`config.mk`:
```
export PLATFORM = sky130hd
export DESIGN_NAME = rect_stream_out_flat
export DESIGN_NICKNAME = d
export VERILOG_FILES = /design/src/rtl/rect_stream_out_if.sv /design/src/rtl/rect_stream_out.sv /design/src/flat_wrapper.sv
export SDC_FILE = /design/constraint.sdc
export NUM_CORES = 1
export LEC_CHECK = 0
export CAP_MARGIN = 0
export CORE_MARGIN = 3
export CORE_UTILIZATION = 45
export CTS_BUF_LIST = sky130_fd_sc_hd__clkbuf_4 sky130_fd_sc_hd__clkbuf_8
export DETAILED_ROUTE_END_ITERATION = 10
export GPL_ROUTABILITY_DRIVEN = 0
export PLACE_DENSITY = 0.59
export REMOVE_ABC_BUFFERS = 1
export SYNTH_ARGS = -nofsm -noshare
export SYNTH_HDL_FRONTEND = slang
export SYNTH_SLANG_ARGS = --single-unit
export TNS_END_PERCENT = 50
```
`constraint.sdc`:
```
create_clock -name clk -period 2.8 [get_ports clk]
set_input_delay 0.56 -clock clk [delete_from_list [all_inputs] [get_ports clk]]
set_output_delay 0.56 -clock clk [all_outputs]
set_load 0.1 [all_outputs]
```
`src/rtl/rect_stream_out_if.sv`:
```
// Pixel input and AXI4-Stream video output of rect_stream_out.
// master = the block itself, slave = the source/sink environment around it.
interface rect_stream_out_if;
  logic [7:0] din;
  logic       din_valid;
  logic       din_last;
  logic [7:0] m_tdata;
  logic       m_tvalid;
  logic       m_tready;
  logic       m_tuser;
  logic       m_tlast;

  modport master (
    input  din, din_valid, din_last, m_tready,
    output m_tdata, m_tvalid, m_tuser, m_tlast
  );

  modport slave (
    output din, din_valid, din_last, m_tready,
    input  m_tdata, m_tvalid, m_tuser, m_tlast
  );
endinterface

```
`src/rtl/rect_stream_out.sv`:
```
// Buffers rectified pixels in a small FIFO and replays them as an AXI4-Stream
// video stream with SOF/EOL sideband, checking frame geometry against din_last.
module rect_stream_out #(
  parameter int IMG_WIDTH  = 640,
  parameter int IMG_HEIGHT = 480,
  parameter int FIFO_DEPTH = 16
) (
  input  logic               clk,
  input  logic               rst,
  rect_stream_out_if.master  s,
  output logic               overflow,
  output logic               frame_err,
  output logic               frame_done
);
  localparam int AW = $clog2(FIFO_DEPTH);
  localparam int CW = (IMG_WIDTH  > 1) ? $clog2(IMG_WIDTH)  : 1;
  localparam int RW = (IMG_HEIGHT > 1) ? $clog2(IMG_HEIGHT) : 1;

  typedef struct packed {
    logic       last;
    logic [7:0] data;
  } ent_t;

  ent_t          mem_q [FIFO_DEPTH];
  logic [AW-1:0] wr_ptr_q, rd_ptr_q;
  logic [AW:0]   cnt_q, cnt_d;
  logic [CW-1:0] col_q, col_d;
  logic [RW-1:0] row_q, row_d;
  logic          ovf_q, ovf_d;
  logic          err_q, err_d;
  logic          done_q, done_d;

  logic empty, full, push, pop, col_end, row_end;
  ent_t head;

  assign empty   = (cnt_q == '0);
  assign full    = (cnt_q == (AW+1)'(FIFO_DEPTH));
  assign head    = mem_q[rd_ptr_q];
  assign pop     = !empty && s.m_tready;
  assign push    = s.din_valid && (!full || pop);
  assign col_end = (col_q == CW'(IMG_WIDTH - 1));
  assign row_end = (row_q == RW'(IMG_HEIGHT - 1));

  // Sideband is gated by valid so everything reads 0 while the FIFO is empty.
  assign s.m_tvalid = !empty;
  assign s.m_tdata  = empty ? 8'h00 : head.data;
  assign s.m_tuser  = !empty && (col_q == '0) && (row_q == '0);
  assign s.m_tlast  = !empty && col_end;

  assign overflow   = ovf_q;
  assign frame_err  = err_q;
  assign frame_done = done_q;

  // Storage needs no reset: an empty FIFO never exposes its contents.
  always_ff @(posedge clk) begin
    if (push) mem_q[wr_ptr_q] <= '{last: s.din_last, data: s.din};
  end

  always_comb begin
    cnt_d = cnt_q;
    case ({push, pop})
      2'b10:   cnt_d = cnt_q + 1'b1;
      2'b01:   cnt_d = cnt_q - 1'b1;
      default: cnt_d = cnt_q;
    endcase
  end

  // A last-flagged pop resynchronises the raster, whatever position it came at.
  always_comb begin
    col_d  = col_q;
    row_d  = row_q;
    ovf_d  = ovf_q | (s.din_valid && full && !pop);
    err_d  = err_q;
    done_d = 1'b0;
    if (pop) begin
      if (head.last) begin
        col_d  = '0;
        row_d  = '0;
        done_d = 1'b1;
        if (!(col_end && row_end)) err_d = 1'b1;
      end else if (col_end) begin
        col_d = '0;
        if (row_end) begin
          row_d = '0;
          err_d = 1'b1;
        end else begin
          row_d = row_q + 1'b1;
        end
      end else begin
        col_d = col_q + 1'b1;
      end
    end
  end

  always_ff @(posedge clk or negedge rst) begin
    if (!rst) begin
      wr_ptr_q <= '0;
      rd_ptr_q <= '0;
      cnt_q    <= '0;
      col_q    <= '0;
      row_q    <= '0;
      ovf_q    <= 1'b0;
      err_q    <= 1'b0;
      done_q   <= 1'b0;
    end else begin
      if (push) wr_ptr_q <= wr_ptr_q + 1'b1;
      if (pop)  rd_ptr_q <= rd_ptr_q + 1'b1;
      cnt_q  <= cnt_d;
      col_q  <= col_d;
      row_q  <= row_d;
      ovf_q  <= ovf_d;
      err_q  <= err_d;
      done_q <= done_d;
    end
  end
endmodule

```
`src/flat_wrapper.sv`:
```
// flat-port wrapper written by rule: the top's interface ports become plain ports
module rect_stream_out_flat 
#(
  parameter int IMG_WIDTH  = 640,
  parameter int IMG_HEIGHT = 480,
  parameter int FIFO_DEPTH = 16
)
  (clk, rst, overflow, frame_err, frame_done, s_din, s_din_valid, s_din_last, s_m_tready, s_m_tdata, s_m_tvalid, s_m_tuser, s_m_tlast);
  rect_stream_out_if s_i ();
  input  logic clk;
  input  logic rst;
  output logic overflow;
  output logic frame_err;
  output logic frame_done;
  input wire logic [$bits(s_i.din)-1:0] s_din;
  input wire logic [$bits(s_i.din_valid)-1:0] s_din_valid;
  input wire logic [$bits(s_i.din_last)-1:0] s_din_last;
  input wire logic [$bits(s_i.m_tready)-1:0] s_m_tready;
  output wire logic [$bits(s_i.m_tdata)-1:0] s_m_tdata;
  output wire logic [$bits(s_i.m_tvalid)-1:0] s_m_tvalid;
  output wire logic [$bits(s_i.m_tuser)-1:0] s_m_tuser;
  output wire logic [$bits(s_i.m_tlast)-1:0] s_m_tlast;
  assign s_i.din = s_din;
  assign s_i.din_valid = s_din_valid;
  assign s_i.din_last = s_din_last;
  assign s_i.m_tready = s_m_tready;
  assign s_m_tdata = s_i.m_tdata;
  assign s_m_tvalid = s_i.m_tvalid;
  assign s_m_tuser = s_i.m_tuser;
  assign s_m_tlast = s_i.m_tlast;
  rect_stream_out #(.IMG_WIDTH(IMG_WIDTH), .IMG_HEIGHT(IMG_HEIGHT), .FIFO_DEPTH(FIFO_DEPTH)) u_core (.clk(clk), .rst(rst), .s(s_i), .overflow(overflow), .frame_err(frame_err), .frame_done(frame_done));
endmodule
```
Word-level counts from Yosys, hierarchy flattened
Memory sizes are Yosys's and may differ from the RTL's.
Index checks and enable logic that the tools add are counted.
{ "totals": {"reg_bits": 35, "in_bits": 13, "out_inout_bits": 14, "n_memories": 1, "mem_bits_rw": 144, "elab_cells": 57} }
{ "classes": {"addsub": 6, "mux": 15, "n_eq_ne": 6, "bitwise": 1, "reduce_logical": 20} }
{ "memory_table": {"columns": ["memory", "depth", "word_bits", "read_ports", "rd_clocked_by_memory_dff", "wr", "line_no", "rtl"], "rows": [
  ["u_core.mem_q", 16, 9, 1, 0, 1, "rect_stream_out.sv:24", "ent_t mem_q [FIFO_DEPTH];"]
]} }
{ "op_table": {"columns": ["cell", "count"], "rows": [
  ["9-bit 2-to-1 mux", 3],
  ["10-bit 2-to-1 mux", 2],
  ["10-bit by 1-bit adder with 10-bit output (second input constant)", 1],
  ["10-bit == test (second input constant)", 1],
  ["10-bit zero test", 1],
  ["5-bit one-hot mux with 2 select lines", 1],
  ["9-bit by 1-bit adder with 9-bit output (second input constant)", 1],
  ["9-bit == test (second input constant)", 1],
  ["9-bit zero test", 1],
  ["4-bit by 1-bit adder with 4-bit output (second input constant)", 2],
  ["1-bit logical AND", 8],
  ["1-bit 2-to-1 mux", 8],
  ["8-bit 2-to-1 mux", 1],
  ["2-bit nonzero test", 3],
  ["5-bit by 1-bit adder with 5-bit output (second input constant)", 1],
  ["5-bit == test (second input constant)", 1],
  ["5-bit zero test", 1],
  ["5-bit by 1-bit subtractor with 5-bit output (second input constant)", 1],
  ["4-bit AND reduction", 1],
  ["1-bit zero test", 3],
  ["2-bit by 1-bit == test with 1-bit output (second input constant)", 1],
  ["2-bit == test (second input constant)", 1],
  ["2-bit != test (second input constant)", 1],
  ["2-bit AND reduction", 1],
  ["other kinds (2)", 2]
]} }

Logic depth before layout (Yosys ltp)
Gate-level depths: netlist (run 1).
{ "logic_depth": {"ltp_word": 7, "ltp_mapped": 10, "depth_no_buf": 9} }

Worst setup path after synthesis (run 1)
No wires, ideal clock.
{ "synth_timing": {"kind": "register -> output", "startpoint": "reg u_core.cnt_q[1]", "endpoint": "out s_m_tuser", "slack_ns": -0.661, "arrival_time_ns": 2.901, "n_path_buf": 1, "path_stages_with_launch": 5, "required_ns": 2.240, "cell_sequence": "dfrtp_1 -> or4_4 -> nor2_1 -> clkbuf_1 -> nor3_1"} }
{ "synth_via": {"elab_chain_cells": 4} }
{ "synth_rtl": {"columns": ["element", "line_no", "rtl"], "rows": [
  ["start, declared", "rect_stream_out.sv:26", "logic [AW:0] cnt_q, cnt_d;"],
  ["start signal, assigned", "rect_stream_out.sv:108", "cnt_q <= cnt_d;"],
  ["5-bit zero test", "rect_stream_out.sv:36", "assign empty = (cnt_q == '0);"],
  ["1-bit zero test", "rect_stream_out.sv:47", "assign s.m_tuser = !empty && (col_q == '0) && (row_q == '0);"],
  ["1-bit logical AND (2 in a row)", "rect_stream_out.sv:47", null],
  ["end, declared", "flat_wrapper.sv:21", "output wire logic [$bits(s_i.m_tuser)-1:0] s_m_tuser;"]
]} }
No other way between the ends.

Worst setup path in the final report (run 1)
{ "layout_timing": {"startpoint": "reg u_core.rd_ptr_q[0]", "endpoint": "out s_m_tdata[0]"} }
{ "layout_via": {"elab_chain_cells": 2} }
{ "layout_rtl": {"columns": ["element", "line_no", "rtl"], "rows": [
  ["start, declared", "rect_stream_out.sv:25", "logic [AW-1:0] wr_ptr_q, rd_ptr_q;"],
  ["start signal, assigned", "rect_stream_out.sv:107", "if (pop) rd_ptr_q <= rd_ptr_q + 1'b1;"],
  ["memory 16 x 9 bit", null, null],
  ["8-bit 2-to-1 mux", "rect_stream_out.sv:46", "assign s.m_tdata = empty ? 8'h00 : head.data;"],
  ["end, declared", "flat_wrapper.sv:19", "output wire logic [$bits(s_i.m_tdata)-1:0] s_m_tdata;"]
]} }
No other way between the ends.

==> results of run 1 <==
[critical path: stages, from the launching register on]
cell and delay (ns):
dfrtp_2 0.38, buf_12 0.14, clkbuf_16 0.17, mux4_2 0.53
mux4_2 0.48, nor2b_4 0.15, buf_12 0.16
[kinds of logic after synthesis]
logic type | count (synthesis)
xor+xnor | 16
buf+inv | 30
compound gates | 48
fa+ha+maj | 11
simple gates | 118
mux | 50
flops | 179
[metrics by stage]
| stage | power, mW | cell area, um2 | hold slack [ns] | worst slack (ns) |
|---|---|---|---|---|
| after floorplan | 6.32 | 7480 | 0.264 | -1.28 |
| after global placement | 7.79 | 8370 | 0.442 | 0.174 |
| after detailed placement | 7.82 | 8370 | 0.454 | 0.154 |
| after CTS | 9.61 | 8790 | 0.204 | -0.261 |
| after global routing | 10.1 | 8870 | 0.242 | -0.290 |
| final | 9.66 | 8870 | 0.198 | -0.227 |
[power breakdown]
group	switching, mW	total, mW	internal, mW
sequential	0.196	3.42	3.22
clock	0.964	1.71	0.744
combinational	2.59	4.53	1.94
total	3.75	9.66	5.91
[worst max-delay path by stage]
stage	to	slack [ns]	startpoint	cells past startpoint
2_1_floorplan	s_m_tdata[0]	-1.28	u_core.rd_ptr_q[0]	3
3_3_place_gp	u_core.mem_q[12][2]	0.17	s_m_tready	6
3_5_place_dp	u_core.mem_q[13][5]	0.15	s_m_tready	6
4_1_cts	s_m_tdata[3]	-0.26	u_core.rd_ptr_q[0]	6
5_1_grt	s_m_tdata[0]	-0.29	u_core.rd_ptr_q[0]	6
6_report	s_m_tdata[0]	-0.23	u_core.rd_ptr_q[0]	6
[final cells by class]
| cell class | instances | area [um2] |
|---|---|---|
| repair buffers | 60 | 723 |
| flip-flops and latches | 179 | 5200 |
| clock inverters | 14 | 140 |
| multi-input cells | 243 | 2260 |
| clock buffers | 18 | 241 |
| inverters | 9 | 33.8 |
| well taps | 216 | 270 |
| fillers | 1271 | 7300 |
[placed cells by master, fill, tap and decap left out, types with 5 or more instances in the layout]
cell             count
xor2_1               6
o21ai_1              5
nand3_1             10
and3_1               8
edfxtp_1           144
xnor2_1             10
clkdlybuf4s50_1     11
clkbuf_8            17
o21ai_0              7
inv_6                7
a21oi_1             12
and2_1              14
dfrtp_1             34
buf_12              15
inv_1                9
nor2b_1              7
buf_4               29
nand4_1              6
nand2_1             27
nor2_1              20
ha_1                11
mux4_2              41
[metal layers]
metal  track usage  vias up  share of wire
li1              -     1875              -
met1         0.257     2140           0.45
met2         0.269       86           0.49
met3        0.0479        8          0.052
met4        0.0370        0         0.0077
met5             0        -              0
[state kept, by name, indices dropped and copies added, names as in the netlist]
signal             cells
u_core.rd_ptr_q        4
u_core.overflow        1
u_core.row_q           9
u_core.frame_err       1
u_core.cnt_q           5
u_core.col_q          10
u_core.mem_q         144
u_core.frame_done      1
u_core.wr_ptr_q        4
[what timing repair did]
| action | 4_1_cts | 5_1_grt |
|---|---|---|
| buffers inserted | 1 | 1 |
| resized for setup | 3 | 5 |
| gates cloned | 1 | 3 |
| setup endpoints to repair | 8 | 8 |
==> metrics.txt, run 1 <==
mux contribution to synthesized area=0.135; Max IR drop VDD=0.000888 V; Ports=27; max-slew violations=0; leading cell type by number of instances after synthesis=edfxtp_1; combinational family with the most area after synthesis=multiplexers; Starting Density=0.468; largest area contributor in the netlist=edfxtp_1; # H-tree levels=4; LEAKAGE=3.15 nW; worst r2r path cells=6; status=complete, but fails checks; Min Clock Period, post-route=3.03 ns; HP Class=input pin to async pin; n_diodes=0; async set-reset flop share out of synthesis=0.196; final hold violation count=0; Synth Area in Compound Gates=0.0413; vias in the first global route=4008; CTS buffer count=17; Fmax=0.330 GHz; largest cells by area after synthesis=edfxtp_1 57%, mux4_2 12%, dfrtp_1 12%; WL final=15.5 mm; final net count=534; Final Cycle Share=1.08; core box area=16200 um2; fraction of layout cells with a size suffix above 1=0.258; setup_tns=-1.67 ns; Seq cells post-synth=179; Root Driver=clkbuf_8; number of max-cap violations=0; syn avg cell area=16.8 um2; EDFF count, synth=144; GRT Residual Overflow=0; Die Y=136 um; worst path arrival time=2.47 ns; Synth Area in Adders=0.0182; DR iter-0 viols=347; global-route wire length before repair=23.7 mm; Worst Clk Skew=0.0103 ns; RSZ-0062 raised after global routing=true; r2r setup slk=0.21 ns; Clk Latency, worst-skew pair=0.45 ns; Main synth FF type=edfxtp_1; drt pass-1 iters=4; CP required=2.24 ns; Critical R2R Launch=u_core.cnt_q[2]; CTS Hold Bufs=0; DP Wirelength=9.82 mm; Post-Synth Simple-Gate Area=0.0841; # DRC=0; floorplan row count=46; slew margin rel.=0.463; post-synth top area share=0.571; Unique masters post-synth=50; clock buffer depth=2; top fanout value on the critical path=8; Final WS setup=-0.227 ns; critical path class=flip-flop to primary output; Slew @ Worst Pin=0.805 ns; wire length per cell=21.0 um; mapped cell area=7570 um2; clk sinks=179; violated checks=setup timing; Port Buffers=26; DIE AREA=18400 um2; largest net degree at the start of global routing=41; endpoint class of the critical path=primary output; via count=4109; XOR/XNOR Fraction of Synth Area=0.0185; Post-Place Cells=702; Gate Count Post-Synth=452; Total GRT Usage=0.176; synth-to-layout area growth=17.1%; synth warn=0; CTS tree=done; fin cells=739; Final Util=0.549; top cells by count, synth=144 x edfxtp_1, 41 x mux4_2, 35 x dfrtp_1, 27 x nand2_1, 20 x nor2_1; antenna violations before repair=0; Vias/cell=5.56; Die Wd=136 um; final setup violating endpoints=8; CTS clk-pin slew, worst paths=0.09 ns; Post-DRT Antenna Nets=0; PD cells=1090 nW/um2; register area share after synthesis=0.686; crit path launch type=flip-flop; reg2reg end=u_core.mem_q[13][5]
Power figures use the tool's default switching activity.
==> run 2, diff against run 1 <==
SLEW_MARGIN = 20   (was unset)
==> results of run 2 <==
Final layout, timing and power as in run 1 (identical DEF).
